==> src/rtl/bus_arbiter.sv <==
// -----------------------------------------------------------------------------
// bus_arbiter
//   Two-master (instruction fetch / data) to three-slave (BRAM, UART, timer)
//   bus arbiter. A single transaction is in flight at a time. Contention in
//   IDLE is resolved round-robin. The granted request is latched, so the
//   broadcast m_* fields stay stable while the addressed slave is busy. An
//   unmapped address gets an error response and no slave sees a valid.
//
// Optional feature: define ARBITER_TIMEOUT_EN to add a watchdog. A slave that
//   has not answered within timeout_cycles BUSY cycles is abandoned, and the
//   requester receives an error response.
//
// Ports
//   clk, rst_n                      clock, asynchronous active-low reset
//   i_valid, i_addr                 instruction read request
//   i_rdata, i_ready, i_error       instruction response (one-cycle pulse)
//   d_valid, d_addr, d_wdata,
//   d_wstrb                         data request (d_wstrb == 0 means read)
//   d_rdata, d_ready, d_error       data response (one-cycle pulse)
//   m_addr, m_wdata, m_wstrb        broadcast fields of the granted request
//   bram_/uart_/timer_ valid,
//   rdata, ready                    slave handshakes
// -----------------------------------------------------------------------------
module bus_arbiter #(
  parameter int          bram_depth         = 12,
  parameter logic [31:0] start_base_addr    = 32'h0000_0000,
  parameter logic [31:0] uart_base_addr     = 32'h0010_0000,
  parameter logic [31:0] uart_top_addr      = 32'h0010_0004,
  parameter logic [31:0] timer_base_address = 32'h0020_0000,
  parameter logic [31:0] timer_top_address  = 32'h0020_0010,
  parameter int          timeout_cycles     = 255
) (
  input  logic        clk,
  input  logic        rst_n,
  input  logic        i_valid,
  input  logic [31:0] i_addr,
  output logic [31:0] i_rdata,
  output logic        i_ready,
  output logic        i_error,
  input  logic        d_valid,
  input  logic [31:0] d_addr,
  input  logic [31:0] d_wdata,
  input  logic [3:0]  d_wstrb,
  output logic [31:0] d_rdata,
  output logic        d_ready,
  output logic        d_error,
  output logic [31:0] m_addr,
  output logic [31:0] m_wdata,
  output logic [3:0]  m_wstrb,
  output logic        bram_valid,
  input  logic [31:0] bram_rdata,
  input  logic        bram_ready,
  output logic        uart_valid,
  input  logic [31:0] uart_rdata,
  input  logic        uart_ready,
  output logic        timer_valid,
  input  logic [31:0] timer_rdata,
  input  logic        timer_ready
);

  typedef enum logic [2:0] {
    IDLE   = 3'd0,
    BUSY_I = 3'd1,
    BUSY_D = 3'd2,
    ERR_I  = 3'd3,
    ERR_D  = 3'd4,
    DONE   = 3'd5
  } state_t;

  localparam logic [1:0]  SEL_BRAM  = 2'd0;
  localparam logic [1:0]  SEL_UART  = 2'd1;
  localparam logic [1:0]  SEL_TIMER = 2'd2;
  localparam logic [1:0]  SEL_NONE  = 2'd3;
  localparam logic [32:0] BRAM_SIZE = 33'd1 << (bram_depth + 2);

  // BRAM test uses a 33-bit offset so an address below the base wraps to a
  // huge value and fails the size compare; no 32-bit overflow at the top.
  function automatic logic [1:0] decode_addr(input logic [31:0] addr);
    logic [1:0] sel;
    if (({1'b0, addr} - {1'b0, start_base_addr}) < BRAM_SIZE) begin
      sel = SEL_BRAM;
    end else if (addr >= uart_base_addr && addr < uart_top_addr) begin
      sel = SEL_UART;
    end else if (addr >= timer_base_address && addr < timer_top_address) begin
      sel = SEL_TIMER;
    end else begin
      sel = SEL_NONE;
    end
    return sel;
  endfunction

  state_t      r_state;
  state_t      w_state_nxt;
  logic        r_last_grant_d;  // 1: data was granted last
  logic [1:0]  r_sel;
  logic [31:0] r_addr;
  logic [31:0] r_wdata;
  logic [3:0]  r_wstrb;
  logic        r_bram_valid;
  logic        r_uart_valid;
  logic        r_timer_valid;
  logic [31:0] r_i_rdata;
  logic        r_i_ready;
  logic        r_i_error;
  logic [31:0] r_d_rdata;
  logic        r_d_ready;
  logic        r_d_error;

  logic        w_take;
  logic        w_grant_d;
  logic [31:0] w_req_addr;
  logic [1:0]  w_req_sel;
  logic [1:0]  w_sel_nxt;
  logic        w_busy_nxt;
  logic        w_slave_ready;
  logic [31:0] w_slave_rdata;
  logic        w_timeout;
  logic        w_resp_i;
  logic        w_resp_d;
  logic        w_resp_err;
  logic [31:0] w_resp_rdata;

`ifdef ARBITER_TIMEOUT_EN
  localparam logic [15:0] WDOG_LIMIT = 16'(timeout_cycles - 1);
  logic [15:0] r_wdog;

  // Watchdog: zero outside BUSY, counts each BUSY cycle.
  always_ff @(posedge clk or negedge rst_n) begin
    if (!rst_n) begin
      r_wdog <= 16'd0;
    end else if (r_state == BUSY_I || r_state == BUSY_D) begin
      r_wdog <= r_wdog + 16'd1;
    end else begin
      r_wdog <= 16'd0;
    end
  end

  assign w_timeout = (r_wdog == WDOG_LIMIT);
`else
  logic w_unused;
  assign w_unused  = (timeout_cycles != 0);
  assign w_timeout = 1'b0;
`endif

  // Only the latched slave's ready/rdata are looked at; others are ignored.
  always_comb begin
    w_slave_ready = 1'b0;
    w_slave_rdata = 32'h0;
    case (r_sel)
      SEL_BRAM:  begin w_slave_ready = bram_ready;  w_slave_rdata = bram_rdata;  end
      SEL_UART:  begin w_slave_ready = uart_ready;  w_slave_rdata = uart_rdata;  end
      SEL_TIMER: begin w_slave_ready = timer_ready; w_slave_rdata = timer_rdata; end
      default:   begin w_slave_ready = 1'b0;        w_slave_rdata = 32'h0;       end
    endcase
  end

  // Next-state logic, including the round-robin grant decision in IDLE.
  always_comb begin
    w_take      = 1'b0;
    w_grant_d   = 1'b0;
    w_req_addr  = i_addr;
    w_req_sel   = SEL_NONE;
    w_state_nxt = r_state;
    case (r_state)
      IDLE: begin
        w_take = i_valid | d_valid;
        if (i_valid && d_valid) begin
          w_grant_d = ~r_last_grant_d;
        end else begin
          w_grant_d = d_valid;
        end
        w_req_addr = w_grant_d ? d_addr : i_addr;
        w_req_sel  = decode_addr(w_req_addr);
        if (!w_take) begin
          w_state_nxt = IDLE;
        end else if (w_req_sel == SEL_NONE) begin
          w_state_nxt = w_grant_d ? ERR_D : ERR_I;
        end else begin
          w_state_nxt = w_grant_d ? BUSY_D : BUSY_I;
        end
      end
      BUSY_I, BUSY_D: begin
        if (w_slave_ready || w_timeout) begin
          w_state_nxt = DONE;
        end else begin
          w_state_nxt = r_state;
        end
      end
      ERR_I, ERR_D: w_state_nxt = DONE;
      DONE:         w_state_nxt = IDLE;
      default:      w_state_nxt = IDLE;
    endcase
  end

  // Response and slave-select values for the next edge.
  always_comb begin
    if (r_state == IDLE) begin
      w_sel_nxt = w_req_sel;
    end else begin
      w_sel_nxt = r_sel;
    end
    w_busy_nxt   = (w_state_nxt == BUSY_I) || (w_state_nxt == BUSY_D);
    w_resp_i     = (r_state == ERR_I) || ((r_state == BUSY_I) && (w_slave_ready || w_timeout));
    w_resp_d     = (r_state == ERR_D) || ((r_state == BUSY_D) && (w_slave_ready || w_timeout));
    w_resp_err   = !(((r_state == BUSY_I) || (r_state == BUSY_D)) && w_slave_ready);
    w_resp_rdata = w_resp_err ? 32'h0 : w_slave_rdata;
  end

  // State register.
  always_ff @(posedge clk or negedge rst_n) begin
    if (!rst_n) begin
      r_state <= IDLE;
    end else begin
      r_state <= w_state_nxt;
    end
  end

  // Request latch, slave valids and one-cycle response pulses.
  always_ff @(posedge clk or negedge rst_n) begin
    if (!rst_n) begin
      r_last_grant_d <= 1'b0;
      r_sel          <= SEL_NONE;
      r_addr         <= 32'h0;
      r_wdata        <= 32'h0;
      r_wstrb        <= 4'h0;
      r_bram_valid   <= 1'b0;
      r_uart_valid   <= 1'b0;
      r_timer_valid  <= 1'b0;
      r_i_rdata      <= 32'h0;
      r_i_ready      <= 1'b0;
      r_i_error      <= 1'b0;
      r_d_rdata      <= 32'h0;
      r_d_ready      <= 1'b0;
      r_d_error      <= 1'b0;
    end else begin
      if (r_state == IDLE && w_take) begin
        r_last_grant_d <= w_grant_d;
        r_sel          <= w_req_sel;
        r_addr         <= w_req_addr;
        r_wdata        <= w_grant_d ? d_wdata : 32'h0;
        r_wstrb        <= w_grant_d ? d_wstrb : 4'h0;
      end
      r_bram_valid  <= w_busy_nxt && (w_sel_nxt == SEL_BRAM);
      r_uart_valid  <= w_busy_nxt && (w_sel_nxt == SEL_UART);
      r_timer_valid <= w_busy_nxt && (w_sel_nxt == SEL_TIMER);
      r_i_ready     <= w_resp_i;
      r_i_error     <= w_resp_i && w_resp_err;
      r_d_ready     <= w_resp_d;
      r_d_error     <= w_resp_d && w_resp_err;
      if (w_resp_i) begin
        r_i_rdata <= w_resp_rdata;
      end
      if (w_resp_d) begin
        r_d_rdata <= w_resp_rdata;
      end
    end
  end

  assign m_addr      = r_addr;
  assign m_wdata     = r_wdata;
  assign m_wstrb     = r_wstrb;
  assign bram_valid  = r_bram_valid;
  assign uart_valid  = r_uart_valid;
  assign timer_valid = r_timer_valid;
  assign i_rdata     = r_i_rdata;
  assign i_ready     = r_i_ready;
  assign i_error     = r_i_error;
  assign d_rdata     = r_d_rdata;
  assign d_ready     = r_d_ready;
  assign d_error     = r_d_error;

endmodule

==> config.mk <==
export PLATFORM = sky130hd
export DESIGN_NAME = bus_arbiter
export DESIGN_NICKNAME = d
export VERILOG_FILES = /design/src/rtl/bus_arbiter.sv
export SDC_FILE = /design/constraint.sdc
export NUM_CORES = 1
export LEC_CHECK = 0
export CAP_MARGIN = 40
export CORE_ASPECT_RATIO = 0.6
export CORE_MARGIN = 2
export CORE_UTILIZATION = 40
export DETAILED_ROUTE_END_ITERATION = 10
export GPL_ROUTABILITY_DRIVEN = 0
export PLACE_DENSITY = 0.81
export SYNTH_ARGS = -nofsm -noshare
export SYNTH_HDL_FRONTEND = slang
export SYNTH_SLANG_ARGS = --single-unit
==> constraint.sdc <==
create_clock -name clk -period 3 [get_ports clk]
set_input_delay 0.6 -clock clk [delete_from_list [all_inputs] [get_ports clk]]
set_output_delay 0.6 -clock clk [all_outputs]
set_load 0.005 [all_outputs]
# Word level (Yosys, flattened, before mapping)
# Index checks and enable logic that the tools add are counted.
# W data, S select, Z words.
[word_totals]
wordCells = 78
reg_bits = 145
in_bits = 203
[classes]
reduce_logical = 22
eq_ne = 11
bitwise = 2
muxes = 23
order_cmp = 5
[ops]
columns = ["cell", "count"]
rows = [
  ["$mux W32", 4],
  ["$pmux W32 S3", 1],
  ["$ge A32 B21 Y1 const B", 1],
  ["$ge A32 B22 Y1 const B", 1],
  ["$lt A32 B15 Y1 const B", 1],
  ["$lt A32 B21 Y1 const B", 1],
  ["$lt A32 B22 Y1 const B", 1],
  ["$logic_and A1 B1 Y1", 12],
  ["$mux W2", 6],
  ["$mux W3", 4],
  ["$eq A3 B2 Y1 const B", 3],
  ["$pmux W3 S3", 1],
  ["$eq A2 B2 Y1 const B", 3],
  ["$eq A3 B1 Y1 const B", 2],
  ["$mux W1", 5],
  ["$eq A2 B1 Y1 const B", 2],
  ["$logic_not A2 Y1", 2],
  ["$logic_or A1 B1 Y1", 4],
  ["$mux W4", 1],
  ["$reduce_or A2 Y1", 2],
  ["$eq A3 B3 Y1 const B", 1],
  ["$logic_not A3 Y1", 1],
  ["$pmux W1 S3", 1],
  ["$logic_not A1 Y1", 1],
  ["2 further kinds", 2],
]

# Longest topological paths before layout
[depth]
word_depth = 17
mapped_depth = 12
ltp_nobuf = 11

# Worst setup path after synthesis
# Ideal clock, no wire load.
[synth_path]
path_kind = "input to register"
start = "in d_valid"
end = "reg r_timer_valid, in the netlist timer_valid"
arrival_time_ps = 2423
setup_ps = 105
setup_slack_ps = 472
cell_stages = 12
path_cell_list = "a21bo_2 -> inv_1 -> buf_2 -> nand3b_1 -> a22oi_1 -> nand2b_1 -> o21ai_0 -> ha_1 -> inv_1 -> o32ai_2 -> xnor2_1 -> nor4b_1"
[synth_between]
elab_chain_cells = 17
elab_cells_between_ends = 29
[synth_rtl]
columns = ["element", "line", "text"]
rows = [
  ["start: declaration", "40", "input logic d_valid,"],
  ["$logic_and A1 B1 Y1", "167", "if (i_valid && d_valid) begin"],
  ["$mux W1", "167", ""],
  ["$mux W1", "164", "case (r_state)"],
  ["$mux W32", "172", "w_req_addr = w_grant_d ? d_addr : i_addr;"],
  ["$ge A32 B22 Y1 or $lt A32 B22 Y1 (tied branches)", "84", "end else if (addr >= timer_base_address && addr < timer_top_address) begin"],
  ["$logic_and A1 B1 Y1", "84", ""],
  ["$mux W1", "84", ""],
  ["$mux W2", "82", "end else if (addr >= uart_base_addr && addr < uart_top_addr) begin"],
  ["(+2 left out)", "n/a", ""],
  ["$eq A2 B2 Y1", "176", "end else if (w_req_sel == SEL_NONE) begin"],
  ["$mux W3", "176", ""],
  ["$mux W3 *", "174", "if (!w_take) begin"],
  ["$pmux W3 S3 *", "164", ""],
  ["via w_state_nxt[1]", "93", "state_t w_state_nxt;"],
  ["$eq A3 B1 Y1 or $eq A3 B2 Y1 (tied branches)", "202", "w_busy_nxt = (w_state_nxt == BUSY_I) || (w_state_nxt == BUSY_D);"],
  ["$logic_or A1 B1 Y1 *", "202", ""],
  ["$logic_and A1 B1 Y1 *", "245", "r_timer_valid <= w_busy_nxt && (w_sel_nxt == SEL_TIMER);"],
  ["end signal: assignment", "245", ""],
  ["end: declaration", "101", "logic r_timer_valid;"],
]
# Mark *: on every way through the listed nets, which the timed path passes. The rest lies on a longest branch. The select of a mux whose other input is x is not followed.
# A chain may end at the register's enable or synchronous reset.

# Worst setup path after layout
[layout_path]
start = "in d_addr[4]"
end = "reg r_timer_valid, in the netlist timer_valid"
[layout_between]
elab_chain_cells = 14
elab_cells_between_ends = 23
[layout_rtl]
columns = ["element", "line", "text"]
rows = [
  ["start: declaration", "41", "input logic [31:0] d_addr,"],
  ["$mux W32 *", "172", ""],
  ["$ge A32 B22 Y1 or $lt A32 B22 Y1 (tied branches)", "84", ""],
  ["$logic_and A1 B1 Y1", "84", ""],
  ["$mux W1", "84", ""],
  ["$mux W2", "82", ""],
  ["$mux W2 *", "80", "if (({1'b0, addr} - {1'b0, start_base_addr}) < BRAM_SIZE) begin"],
  ["$mux W2 *", "164", ""],
  ["$eq A2 B2 Y1 *", "176", ""],
  ["$mux W3 *", "176", ""],
  ["$mux W3 *", "174", ""],
  ["$pmux W3 S3 *", "164", ""],
  ["via w_state_nxt[1]", "93", ""],
  ["$eq A3 B1 Y1 or $eq A3 B2 Y1 (tied branches)", "202", ""],
  ["$logic_or A1 B1 Y1 *", "202", ""],
  ["$logic_and A1 B1 Y1 *", "245", ""],
]
# Marks and branches as above.

==> metrics <==
horizontal die dimension 171.6 µm; number of diodes added for antenna fixing 0; post-detailed-placement half-perimeter wirelength 17,780 µm; number of vias per cell after detailed routing 5.191; initial drt markers 457; worst IR drop on VDD 0.0004763 V; DR WL/cell 18.39 µm; starting density of the core 0.4122; residual antenna-violating net count after detailed routing 0; number of top-level pins 342; most instantiated library cell after synthesis sky130_fd_sc_hd__nand2_1; summed instance area of the synthesized netlist 6740 µm²; critical-path maximum fanout 3; most common flop cell mapped by yosys sky130_fd_sc_hd__dfrtp_1; wirelength, routed 23,540 µm; global-route wire length before repair 36,230 µm; Die Footprint 17,940 µm²; number of nets in the synthesized netlist 903; total of flip-flops plus latches after synthesis 145; number of cells after detailed placement 1,249; number of hold buffers added after cts 0; post-CTS sizing 0; worst setup slack after layout 0.1660 ns; proportion of synthesized chip area in sequential cells 0.5387; buffer levels on the longest clock path 2; Crit path buffers/inverters 3; Clock Skews 0.01424 ns; overall power of the completed layout 7.702 mW; Total GRT Usage 0.2600; DRC errors left 0; final-report setup violation count 0; hold violation total from the final report 0; dominant cell type by area after synthesis sky130_fd_sc_hd__dfrtp_1; clock root buffer sky130_fd_sc_hd__clkbuf_16; Worst Tran Pin Value 0.5856 ns; number of placement rows 36; number of pins with negative max-slew slack in the final report 0; critical path cell sequence clkdlybuf4s50_1 > nor4_2 > buf_4 > nand4_1 > a22oi_2 > nand2b_1 > o21ai_0 > ha_1 > inv_1 > o32ai_2 > xnor2_1 > nor4b_2; buffers inserted during post-CTS setup optimization 0; CP Launch Type input port; Cells after Synth 699; fill cell count 1,296; CP Data Arrival Time 3.13 ns; number of buffers created by CTS 17; clock latency reported for the late side of the worst-skew pair 0.40 ns; post-synthesis async set-or-reset flop share 1.000; filler-free cell count of the finished design 1,280; count of vias placed by the detailed router 6,645; residual overflow from global routing 0; final setup TNS 0 ns; pin count of the biggest net entering global routing 71; Die Height 104.6 µm; worst setup path category in2reg; P_leak 4.802 nW; internal reg-to-reg setup slack 0.55 ns; worst hold path class in2async; result of the run finished clean; total number of nets in the final design 1,244; leading cell types by count after synthesis 160 x sky130_fd_sc_hd__nand2_1, 143 x sky130_fd_sc_hd__dfrtp_1, 91 x sky130_fd_sc_hd__o21ai_0; reg2reg start r_last_grant_d; Yosys warning count 0; Clock Pin Slew Worst Setup and Hold Paths 0.07 ns; Slew headroom 0.6096; delay contributed by the slowest stage of the critical path 0.46 ns; reg-to-reg endpoint timer_valid; setup slack after placement -0.2792 ns; clock tree from TritonCTS yes; top cell family by delay on the critical path simple AND/OR/NAND/NOR gates; max frequency 352.9 MHz; biggest area contributors in the synthesized netlist sky130_fd_sc_hd__dfrtp_1 53%, sky130_fd_sc_hd__nand2_1 8.9%, sky130_fd_sc_hd__o21ai_0 6.8%, sky130_fd_sc_hd__mux2i_1 5.3%, sky130_fd_sc_hd__a22o_1 4.7%; share of final-layout standard cells stronger than drive strength 1 0.09411; portion of the clock cycle consumed by the worst path in the final layout 0.9447; Worst EP required 3.30 ns; number of enable flip-flop cells after synthesis 0; vias in the first global route 6,630; slowest stage cell on the critical path sky130_fd_sc_hd__clkdlybuf4s50_1; cell depth of the worst flop-to-flop path 11; Final Critical Period 2.834 ns; total of buffers placed on input and output ports 341; critical path launch point d_addr[4]; Critical Path End Type register; Hold Slack 0.1042 ns; Core Region 16,350 µm²; share of the synthesized area in the top cell type 0.5309; area growth from synthesis to layout 65.90%; Clock Sink Count 145; Avg Synthesized Cell Area 9.643 µm²; H-tree levels 4; number of iterations in the first detailed-routing pass 7; areal power density over the cells 688.8 nW/µm²; antenna violations before repair 0; number of max-cap violations 0; post-synthesis cell type count 42
==> sequential cells by signal, indices dropped and copies added (netlist names), 2 cells and up <==
signal	count
d_rdata	32
i_rdata	32
m_addr	32
m_wdata	32
m_wstrb	4
r_state	3
r_sel	2
==> metrics by stage <==
stage / utilization / cell area [µm²]
2_1_floorplan: - / 6740
6_report: 0.6839 / 11180
5_1_grt: 0.6839 / 11180
4_1_cts: 0.6820 / 11150
3_3_place_gp: 0.6451 / 10550
3_5_place_dp: 0.6451 / 10550
==> logic make-up after synthesis <==
group / count (synthesis) / share of synthesized area
flops: 145 / 0.5387
buf+inv: 61 / 0.03861
mux: 44 / 0.06683
xor+xnor: 2 / 0.002599
compound gates: 205 / 0.1979
fa+ha+maj: 1 / 0.001856
simple gates: 241 / 0.1535
==> final cells by class <==
type,instances,area (µm²),area share
repair buffers,378,3717,0.3324
multi-input cells,493,2924,0.2615
well taps,228,285.3,0.02551
inverters,5,18.77,0.001678
clock inverters,14,178.9,0.01600
flip-flops and latches,145,3632,0.3248
clock buffers,17,425.4,0.03804
==> report_power, final <==
group | switching [mW] | leakage, nW | internal (mW)
combinational | 1.31 | 2.63 | 1.49
clock | 0.872 | 0.287 | 1.32
sequential | 0.290 | 1.89 | 2.42
==> cells in the final DEF (no fill, tap or decap), drive strengths merged, types with 5 or more instances in the layout <==
cell type and instances:
a22o 36, a31oi 32, and2 5, buf 38, clkbuf 17, clkdlybuf4s50 340
dfrtp 143, inv 10, mux2 8, mux2i 36, nand2 160, nor2 40
nor4 15, o21ai 92, o31ai 28
==> metal layers <==
metal  GRT usage  wire [µm]  up-vias
li1            -          -     3166
met1      0.3392       9882     3177
met2      0.4165      11060      278
met3     0.08977       2234       24
met4     0.06053        359        0
met5           0          0        -
==> worst max path at each step <==
| stage | end | slack [ns] | cells past startpoint |
|---|---|---|---|
| floorplan | timer_valid | 0.47 | 12 |
| global placement | uart_valid | -0.13 | 12 |
| detailed placement | uart_valid | -0.28 | 12 |
| CTS | uart_valid | 0.12 | 12 |
| global route | timer_valid | -0.01 | 12 |
| finish | timer_valid | 0.17 | 12 |
Note: power is estimated with default switching activity, not from simulation.
